===== src/rtl/tomasulo.sv =====
// Tomasulo out-of-order core: 16-entry regbank, 8-entry ROB, 2 add + 2 mul reservation stations.
// Define TOMASULO_STATS_EN to add saturating commit_count/stall_count outputs.
module tomasulo #(
  parameter int unsigned DATA_W  = 8,
  parameter int unsigned ADD_LAT = 2,
  parameter int unsigned MUL_LAT = 4
) (
  input  logic              clk1,
  input  logic              rst,
  input  logic [3:0]        pc,
  input  logic              issue_en,
  input  logic              imem_we,
  input  logic [3:0]        imem_addr,
  input  logic [15:0]       imem_wdata,
  output logic              stall,
  output logic              commit_valid,
  output logic [3:0]        commit_rd,
  output logic [DATA_W-1:0] commit_value,
  input  logic [3:0]        dbg_addr,
  output logic [DATA_W-1:0] dbg_data
`ifdef TOMASULO_STATS_EN
  ,
  output logic [15:0]       commit_count,
  output logic [15:0]       stall_count
`endif
);

  localparam int unsigned NREG  = 16;
  localparam int unsigned NROB  = 8;
  localparam int unsigned NRS   = 4;  // 0-1 add class, 2-3 mul class
  localparam int unsigned LAT_W = 8;
  localparam logic [3:0] TAG_NONE = 4'd8;
  localparam logic [3:0] OP_ADD   = 4'd1;
  localparam logic [3:0] OP_SUB   = 4'd2;
  localparam logic [3:0] OP_MUL   = 4'd3;

  logic [15:0]       imem_q [NREG];
  logic [DATA_W-1:0] rf_val_q [NREG], rf_val_d [NREG];
  logic [3:0]        rf_tag_q [NREG], rf_tag_d [NREG];
  logic              rob_busy_q [NROB], rob_busy_d [NROB];
  logic              rob_rdy_q [NROB], rob_rdy_d [NROB];
  logic              rob_nop_q [NROB], rob_nop_d [NROB];
  logic [3:0]        rob_rd_q [NROB], rob_rd_d [NROB];
  logic [DATA_W-1:0] rob_val_q [NROB], rob_val_d [NROB];
  logic [2:0]        head_q, head_d, tail_q, tail_d;
  logic [3:0]        cnt_q, cnt_d;
  logic              rs_busy_q [NRS], rs_busy_d [NRS];
  logic              rs_sub_q [NRS], rs_sub_d [NRS];
  logic [DATA_W-1:0] rs_vj_q [NRS], rs_vj_d [NRS], rs_vk_q [NRS], rs_vk_d [NRS];
  logic [3:0]        rs_qj_q [NRS], rs_qj_d [NRS], rs_qk_q [NRS], rs_qk_d [NRS];
  logic [2:0]        rs_dst_q [NRS], rs_dst_d [NRS];
  logic [LAT_W-1:0]  add_cnt_q, add_cnt_d, mul_cnt_q, mul_cnt_d;
  logic [2:0]        add_dst_q, add_dst_d, mul_dst_q, mul_dst_d;
  logic [DATA_W-1:0] add_res_q, add_res_d, mul_res_q, mul_res_d;
  logic              commit_valid_q, commit_valid_d;
  logic [3:0]        commit_rd_q, commit_rd_d;
  logic [DATA_W-1:0] commit_value_q, commit_value_d;

  logic [15:0]       instr;
  logic [3:0]        op, rd;
  logic              is_add, is_mul, is_nop, do_issue;
  logic [1:0]        add_rs_sel, mul_rs_sel, rs_sel, add_pick, mul_pick;
  logic              mul_bc, add_bc, cdb_valid, add_unit_free, mul_unit_free, add_go, mul_go;
  logic [2:0]        cdb_tag;
  logic [DATA_W-1:0] cdb_val;
  logic [3:0]        src [2], stag [2], opq [2];
  logic [DATA_W-1:0] opv [2];
  logic              rs_rdy [NRS];
  logic [2:0]        rs_age [NRS];
  logic              commit_fire;

  assign instr    = imem_q[pc];
  assign op       = instr[15:12];
  assign rd       = instr[11:8];
  assign src[0]   = instr[7:4];
  assign src[1]   = instr[3:0];
  assign is_add   = (op == OP_ADD) || (op == OP_SUB);
  assign is_mul   = (op == OP_MUL);
  assign is_nop   = !is_add && !is_mul;
  assign add_rs_sel = !rs_busy_q[0] ? 2'd0 : 2'd1;
  assign mul_rs_sel = !rs_busy_q[2] ? 2'd2 : 2'd3;
  assign rs_sel     = is_mul ? mul_rs_sel : add_rs_sel;
  assign stall    = issue_en && ((cnt_q == 4'd8) ||
                                 (is_add && rs_busy_q[0] && rs_busy_q[1]) ||
                                 (is_mul && rs_busy_q[2] && rs_busy_q[3]));
  assign do_issue = issue_en && !stall;

  // Common data bus: mul always wins, add holds its result one more cycle
  assign mul_bc    = (mul_cnt_q == LAT_W'(1));
  assign add_bc    = (add_cnt_q == LAT_W'(1)) && !mul_bc;
  assign cdb_valid = mul_bc || add_bc;
  assign cdb_tag   = mul_bc ? mul_dst_q : add_dst_q;
  assign cdb_val   = mul_bc ? mul_res_q : add_res_q;

  // Operand fetch: regbank, else ready ROB entry, else same-cycle broadcast, else wait on tag
  always_comb begin
    for (int s = 0; s < 2; s++) begin
      stag[s] = rf_tag_q[src[s]];
      opq[s]  = TAG_NONE;
      opv[s]  = rf_val_q[src[s]];
      if (!stag[s][3]) begin
        if (rob_rdy_q[stag[s][2:0]]) opv[s] = rob_val_q[stag[s][2:0]];
        else if (cdb_valid && (cdb_tag == stag[s][2:0])) opv[s] = cdb_val;
        else begin
          opq[s] = stag[s];
          opv[s] = '0;
        end
      end
    end
  end

  // Oldest-first selection among ready stations of each class
  always_comb begin
    for (int i = 0; i < NRS; i++) begin
      rs_rdy[i] = rs_busy_q[i] && (rs_qj_q[i] == TAG_NONE) && (rs_qk_q[i] == TAG_NONE);
      rs_age[i] = rs_dst_q[i] - head_q;
    end
    add_unit_free = (add_cnt_q == '0) || add_bc;
    mul_unit_free = (mul_cnt_q <= LAT_W'(1));
    add_go   = (rs_rdy[0] || rs_rdy[1]) && add_unit_free;
    mul_go   = (rs_rdy[2] || rs_rdy[3]) && mul_unit_free;
    add_pick = (rs_rdy[0] && (!rs_rdy[1] || (rs_age[0] < rs_age[1]))) ? 2'd0 : 2'd1;
    mul_pick = (rs_rdy[2] && (!rs_rdy[3] || (rs_age[2] < rs_age[3]))) ? 2'd2 : 2'd3;
  end

  always_comb begin
    rf_val_d = rf_val_q;     rf_tag_d = rf_tag_q;
    rob_busy_d = rob_busy_q; rob_rdy_d = rob_rdy_q; rob_nop_d = rob_nop_q;
    rob_rd_d = rob_rd_q;     rob_val_d = rob_val_q;
    head_d = head_q;         tail_d = tail_q;
    rs_busy_d = rs_busy_q;   rs_sub_d = rs_sub_q;
    rs_vj_d = rs_vj_q;       rs_vk_d = rs_vk_q;
    rs_qj_d = rs_qj_q;       rs_qk_d = rs_qk_q;  rs_dst_d = rs_dst_q;
    add_dst_d = add_dst_q;   add_res_d = add_res_q;
    mul_dst_d = mul_dst_q;   mul_res_d = mul_res_q;
    commit_valid_d = 1'b0;   commit_rd_d = commit_rd_q;  commit_value_d = commit_value_q;
    add_cnt_d = add_cnt_q;
    mul_cnt_d = mul_cnt_q;
    if (add_cnt_q > LAT_W'(1)) add_cnt_d = add_cnt_q - LAT_W'(1);
    else if (add_bc)           add_cnt_d = '0;
    if (mul_cnt_q != '0)       mul_cnt_d = mul_cnt_q - LAT_W'(1);

    if (cdb_valid) begin
      rob_rdy_d[cdb_tag] = 1'b1;
      rob_val_d[cdb_tag] = cdb_val;
      for (int i = 0; i < NRS; i++) begin
        if (rs_busy_q[i] && (rs_qj_q[i] == {1'b0, cdb_tag})) begin
          rs_vj_d[i] = cdb_val;
          rs_qj_d[i] = TAG_NONE;
        end
        if (rs_busy_q[i] && (rs_qk_q[i] == {1'b0, cdb_tag})) begin
          rs_vk_d[i] = cdb_val;
          rs_qk_d[i] = TAG_NONE;
        end
      end
    end

    if (add_go) begin
      rs_busy_d[add_pick] = 1'b0;
      add_cnt_d = LAT_W'(ADD_LAT);
      add_dst_d = rs_dst_q[add_pick];
      add_res_d = rs_sub_q[add_pick] ? (rs_vj_q[add_pick] - rs_vk_q[add_pick])
                                     : (rs_vj_q[add_pick] + rs_vk_q[add_pick]);
    end
    if (mul_go) begin
      rs_busy_d[mul_pick] = 1'b0;
      mul_cnt_d = LAT_W'(MUL_LAT);
      mul_dst_d = rs_dst_q[mul_pick];
      mul_res_d = rs_vj_q[mul_pick] * rs_vk_q[mul_pick];
    end

    // In-order retirement; a newer producer keeps ownership of the tag
    commit_fire = rob_busy_q[head_q] && rob_rdy_q[head_q];
    if (commit_fire) begin
      rob_busy_d[head_q] = 1'b0;
      rob_rdy_d[head_q]  = 1'b0;
      head_d = head_q + 3'd1;
      if (!rob_nop_q[head_q]) begin
        rf_val_d[rob_rd_q[head_q]] = rob_val_q[head_q];
        if (rf_tag_q[rob_rd_q[head_q]] == {1'b0, head_q}) rf_tag_d[rob_rd_q[head_q]] = TAG_NONE;
        commit_valid_d = 1'b1;
        commit_rd_d    = rob_rd_q[head_q];
        commit_value_d = rob_val_q[head_q];
      end
    end

    if (do_issue) begin
      rob_busy_d[tail_q] = 1'b1;
      rob_rdy_d[tail_q]  = is_nop;
      rob_nop_d[tail_q]  = is_nop;
      rob_rd_d[tail_q]   = rd;
      rob_val_d[tail_q]  = '0;
      tail_d = tail_q + 3'd1;
      if (!is_nop) begin
        rf_tag_d[rd]      = {1'b0, tail_q};
        rs_busy_d[rs_sel] = 1'b1;
        rs_sub_d[rs_sel]  = (op == OP_SUB);
        rs_vj_d[rs_sel]   = opv[0];
        rs_vk_d[rs_sel]   = opv[1];
        rs_qj_d[rs_sel]   = opq[0];
        rs_qk_d[rs_sel]   = opq[1];
        rs_dst_d[rs_sel]  = tail_q;
      end
    end
    cnt_d = cnt_q + {3'b0, do_issue} - {3'b0, commit_fire};
  end

  always_ff @(posedge clk1) begin
    if (imem_we) imem_q[imem_addr] <= imem_wdata;
  end

  always_ff @(posedge clk1) begin
    if (rst) begin
      for (int k = 0; k < NREG; k++) begin
        rf_val_q[k] <= DATA_W'(k);
        rf_tag_q[k] <= TAG_NONE;
      end
      for (int k = 0; k < NROB; k++) begin
        rob_busy_q[k] <= 1'b0; rob_rdy_q[k] <= 1'b0; rob_nop_q[k] <= 1'b0;
        rob_rd_q[k]   <= '0;   rob_val_q[k] <= '0;
      end
      for (int k = 0; k < NRS; k++) begin
        rs_busy_q[k] <= 1'b0; rs_sub_q[k] <= 1'b0; rs_vj_q[k] <= '0; rs_vk_q[k] <= '0;
        rs_qj_q[k]   <= TAG_NONE; rs_qk_q[k] <= TAG_NONE; rs_dst_q[k] <= '0;
      end
      head_q <= '0; tail_q <= '0; cnt_q <= '0;
      add_cnt_q <= '0; add_dst_q <= '0; add_res_q <= '0;
      mul_cnt_q <= '0; mul_dst_q <= '0; mul_res_q <= '0;
      commit_valid_q <= 1'b0; commit_rd_q <= '0; commit_value_q <= '0;
    end else begin
      rf_val_q <= rf_val_d;     rf_tag_q <= rf_tag_d;
      rob_busy_q <= rob_busy_d; rob_rdy_q <= rob_rdy_d; rob_nop_q <= rob_nop_d;
      rob_rd_q <= rob_rd_d;     rob_val_q <= rob_val_d;
      rs_busy_q <= rs_busy_d;   rs_sub_q <= rs_sub_d;
      rs_vj_q <= rs_vj_d;       rs_vk_q <= rs_vk_d;
      rs_qj_q <= rs_qj_d;       rs_qk_q <= rs_qk_d;  rs_dst_q <= rs_dst_d;
      head_q <= head_d; tail_q <= tail_d; cnt_q <= cnt_d;
      add_cnt_q <= add_cnt_d; add_dst_q <= add_dst_d; add_res_q <= add_res_d;
      mul_cnt_q <= mul_cnt_d; mul_dst_q <= mul_dst_d; mul_res_q <= mul_res_d;
      commit_valid_q <= commit_valid_d; commit_rd_q <= commit_rd_d; commit_value_q <= commit_value_d;
    end
  end

  assign commit_valid = commit_valid_q;
  assign commit_rd    = commit_rd_q;
  assign commit_value = commit_value_q;
  assign dbg_data     = rf_val_q[dbg_addr];

`ifdef TOMASULO_STATS_EN
  logic [15:0] commit_count_q, stall_count_q;

  always_ff @(posedge clk1) begin
    if (rst) begin
      commit_count_q <= '0;
      stall_count_q  <= '0;
    end else begin
      if (commit_valid_d && (commit_count_q != 16'hFFFF)) commit_count_q <= commit_count_q + 16'd1;
      if (stall && (stall_count_q != 16'hFFFF))           stall_count_q  <= stall_count_q + 16'd1;
    end
  end

  assign commit_count = commit_count_q;
  assign stall_count  = stall_count_q;
`endif

endmodule


===== config.mk =====
export PLATFORM = sky130hd
export DESIGN_NAME = tomasulo
export DESIGN_NICKNAME = d
export VERILOG_FILES = /design/src/rtl/tomasulo.sv
export SDC_FILE = /design/constraint.sdc
export NUM_CORES = 2
export LEC_CHECK = 0
export CORE_MARGIN = 2
export CORE_UTILIZATION = 39
export DETAILED_ROUTE_END_ITERATION = 10
export PLACE_DENSITY_LB_ADDON = 0.2
export SYNTH_ARGS = -nofsm -noshare
export SYNTH_HDL_FRONTEND = slang
export SYNTH_SLANG_ARGS = --single-unit

===== constraint.sdc =====
create_clock -name clk1 -period 7.25 [get_ports clk1]
set_input_delay 1.45 -clock clk1 [delete_from_list [all_inputs] [get_ports clk1]]
set_output_delay 1.45 -clock clk1 [all_outputs]
set_load 0.03 [all_outputs]

==> impl.org <==
** Synth
- Count of state elements after synthesis :: around 740
- After synthesis, the netlist uses 85 different library cells.
- Of all cell types, the one taking the most synthesized area is dfxtp_1.
- Among all flip-flop cells after synthesis, the most frequent one is dfxtp_1.
- Synth warnings :: 0
- Sequential share of the synthesized area :: 0.448
- Cell count after synthesis :: 3780
- Main area contributors after synthesis :: dfxtp_1 (25%), edfxtp_1 (20%), mux4_2 (8.6%)
- Area share of the leading cell type in the synthesized netlist :: 0.250
- Most numerous cell in the Yosys netlist :: dfxtp_1
- Number of enable-type register cells in the synthesized netlist :: 256
- Asr flop ratio synth :: 0
- Synthesized netlist net count :: slightly below 4k
- In this run the cell area of the synthesized design comes to just under 0.04 mm^2.
- A synthesized cell averages a little over 10 um^2.
- The commonest cells after synthesis are dfxtp_1 (487), nor2_1 (445), nand2_1 (324).

** Global route
- The via count of the first global-routing pass is 29.4k.
- The first global-routing pass estimated approximately 190 mm of wire.
- For met2 alone, demand over resource in global routing was 0.387.
- For this run the aggregate overflow at the end of global routing stands at 0.
- In the global route stage, met3 resource usage came out at 0.0279.
- Global Route met1 Usage :: 0.332
- The global routing stage identified its most utilized layer as met2.
- Gr usage total :: 0.238
- Initial antenna violation count :: 1
- Entering global routing, the biggest net connects 114 pins.

** Timing
- Final worst-path cycle share :: 0.874
- At the pin with the least slew margin, the transition time is between 1 and 1.5 ns.
- Shortest period the worst path allows :: 6.34 ns
- The hold violation count in the final report was 0.
- Setup-failing EPs final :: 0
- Setup repair after global routing left no endpoint under its margin.
- Final number of max-transition violations :: 0
- Static timing analysis puts the maximum clock frequency at 158 MHz.
- Headroom to the max-slew limit came out at 0.139.
- Hold is met by between 0.4 and 0.5 ns.
- Total negative setup slack :: 0 ns
- Across the routed clock network, the largest skew measured is around 0.024 ns.

** Critical path
- Worst R2R Path Depth :: 25
- STA classifies the critical path endpoint as an output port.
- At the worst endpoint, the required time is 5.80 ns.
- Setup Crit Path Kind :: in -> out
- Launching element type of the critical path :: input port
- At the worst endpoint, the arrival time is approximately 4.9 ns.
- Of all nets on the critical path, the largest fanout is 48.

** Clocking
- After clock tree synthesis, the setup repair step added 0 buffers.
- TritonCTS clock tree :: done
- Post-CTS Hold Buffers :: 0
- After clock tree synthesis, the repair step resized 0 gates.
- After clock tree synthesis, the clock-pin slew on the worst setup and hold paths is approximately 0.060 ns.
- The clock tree synthesis step divided the H-tree into 3 levels.
- Maximum clock insertion buffer count :: 3
- The cell sitting at the root of the clock tree is a clkbuf_16.
- TritonCTS created a little over 80 clock buffers.
- CTS sink cnt :: roughly 740
- The later pin in the worst-skew pair is clocked with a latency of around 0.67 ns.

** Die
- Die area :: 0.102 mm^2
- Die span in x :: approximately 320 um
- The floorplan has around 120 rows.
- Core area :: ~0.099 mm^2
- Top-level I/O count :: 54
- The initial utilization of the core area, before any placement, comes to 0.395.
- The die is between 300 and 400 um tall.

** Status
- Outcome :: finished, final reports clean

** Placed design
- Buffers on Ports :: 53
- Estimated wirelength of the detail-placed design :: approximately 84 mm
- At the end of routability-driven placement, the weighted congestion stood at just under 0.9.

** Detailed routing
- Number of vias after detailed routing :: roughly 31k
- The first routing iteration left about 2.8k violations.
- In the routed layout, each cell is associated on average with a via count of approximately 6.
- Detailed-route DRC error count :: 0
- The detail route stage leaves a number of antenna-violating nets equal to 0.
- Avg WL per Cell :: 24.1 um
- Final Routed Wirelength :: 123 mm
- First drt pass iteration count :: 5

** Power
- Clock network fraction of design power :: 0.381
- For this design the total switching power over the nets is between 0.003 and 0.004 W.
- Switching part of the total :: 0.306
- Power per cell area :: ~250 mW/mm^2
- Summed over all cells, the static leakage comes to 15.1 nW.
- Sequential group share of total power :: 0.415
- Cell internal pwr :: ~0.0077 W
- Worst ir drop on vdd :: around 0.20 mV
- Of the total power, combinational logic draws 0.204.

** Cells and area
- Area added between synthesis and finish :: 12.9%
- Count of filler cells inserted in the layout :: about 9.3k
- Of the cells placed in the final design, the portion with a size suffix greater than 1 is 0.157.
- For this run, the post-layout net count is slightly below 4k.
- The sequential cells in the finished layout cover a total of around 0.017 mm^2.
- The repair_antennas step left the layout with diodes totalling 0.
- The multi-input combinational cells in the finished layout cover a total of a little over 0.02 mm^2.

** Min path
- Cell count of the worst hold path :: 2
- The min-delay analysis places its worst path in the category reg -> reg.

** Job
- Maxcap violations :: 0
[area by class of cell]
type | count | area share
well taps | 1287 | 0.0366
clock buffers | 114 | 0.0526
multi-input cells | 2684 | 0.463
repair buffers | 200 | 0.0372
flip-flops and latches | 743 | 0.396
inverters | 60 | 0.00515
clock inverters | 33 | 0.00862
[logic make-up after synthesis]
kind of cell	after synthesis	synth area share
DFF	743	0.448
muxes	494	0.177
buffers and inverters	353	0.0377
adders and majority gates	61	0.0231
xor gates and xnor gates	83	0.0187
and+or+nand+nor	1138	0.133
AOI/OAI and AO/OA	908	0.163
[worst paths after layout]
path            startpoint       endpoint  slack [ns]
max reg2reg    rs_dst_q[0]   mul_res_q[7]        1.04
max                  pc[0]          stall        0.91
min reg2reg  rob_busy_q[6]  rob_busy_q[6]        0.45
min          rob_busy_q[6]  rob_busy_q[6]        0.45
[metrics by stage]
step / power [W] / area [um^2] / setup slack, ns / instances / util
3_3_place_gp: 0.00691 / 41300 / 0.849 / 4974 / 0.418
2_1_floorplan: 0.00617 / 39000 / 0.318 / 3780 / -
6_report: 0.0111 / 44000 / 0.912 / 5121 / 0.446
4_1_cts: 0.0111 / 44000 / 0.884 / 5121 / 0.446
3_5_place_dp: 0.00692 / 41300 / 0.832 / 4974 / 0.418
5_1_grt: 0.0115 / 44000 / 0.641 / 5121 / 0.446
[state kept, by name, indices dropped and copies added (netlist names), 12 cells and up]
signal,count
rob_val_q,64
rob_rd_q,32
rs_qk_q,16
rs_vk_q,32
rf_val_q,128
rs_dst_q,12
rf_tag_q,64
rs_vj_q,32
imem_q,256
rs_qj_q,16
[worst max-delay path: stages]
cell and delay, ns:
buf_4 0.64, mux4_2 0.60, mux4_2 0.56, xor2_1 0.33, a41oi_2 0.20, a21boi_0 0.24
buf_4 0.17, clkdlybuf4s50_1 0.67
[per-layer routing]
metal  part of all wire  vias up
met3              0.052      199
met1               0.45    15000
met5                  0        -
met2               0.47     1046
met4              0.028        0
li1                   -    14300
[power by group through the flow]
| stage | combinational [W] | sequential (W) | clock [W] |
|---|---|---|---|
| after floorplan | 0.00152 | 0.00465 | 0 |
| after global placement | 0.00223 | 0.00467 | 0 |
| after detailed placement | 0.00225 | 0.00468 | 0 |
| after CTS | 0.00225 | 0.00459 | 0.00429 |
| after global routing | 0.00244 | 0.00461 | 0.00445 |
| final | 0.00226 | 0.00459 | 0.00421 |
[placed cells by master, fill, tap and decap left out, types with 54 or more instances in the layout]
| cell | Yosys | layout |
|---|---|---|
| xnor2_1 | 64 | 64 |
| clkbuf_16 | 0 | 82 |
| edfxtp_1 | 256 | 256 |
| nor2_1 | 445 | 432 |
| nand3_1 | 109 | 108 |
| o21ai_0 | 108 | 108 |
| buf_4 | 7 | 146 |
| nand2_1 | 324 | 323 |
| a211oi_1 | 192 | 191 |
| mux4_2 | 148 | 147 |
| a2111oi_0 | 66 | 66 |
| dfxtp_1 | 487 | 486 |
| mux2i_1 | 278 | 267 |
| inv_1 | 55 | 54 |
| a21oi_1 | 219 | 211 |
| mux2_2 | 67 | 67 |
No activity file was read; power rests on OpenSTA's default activity.
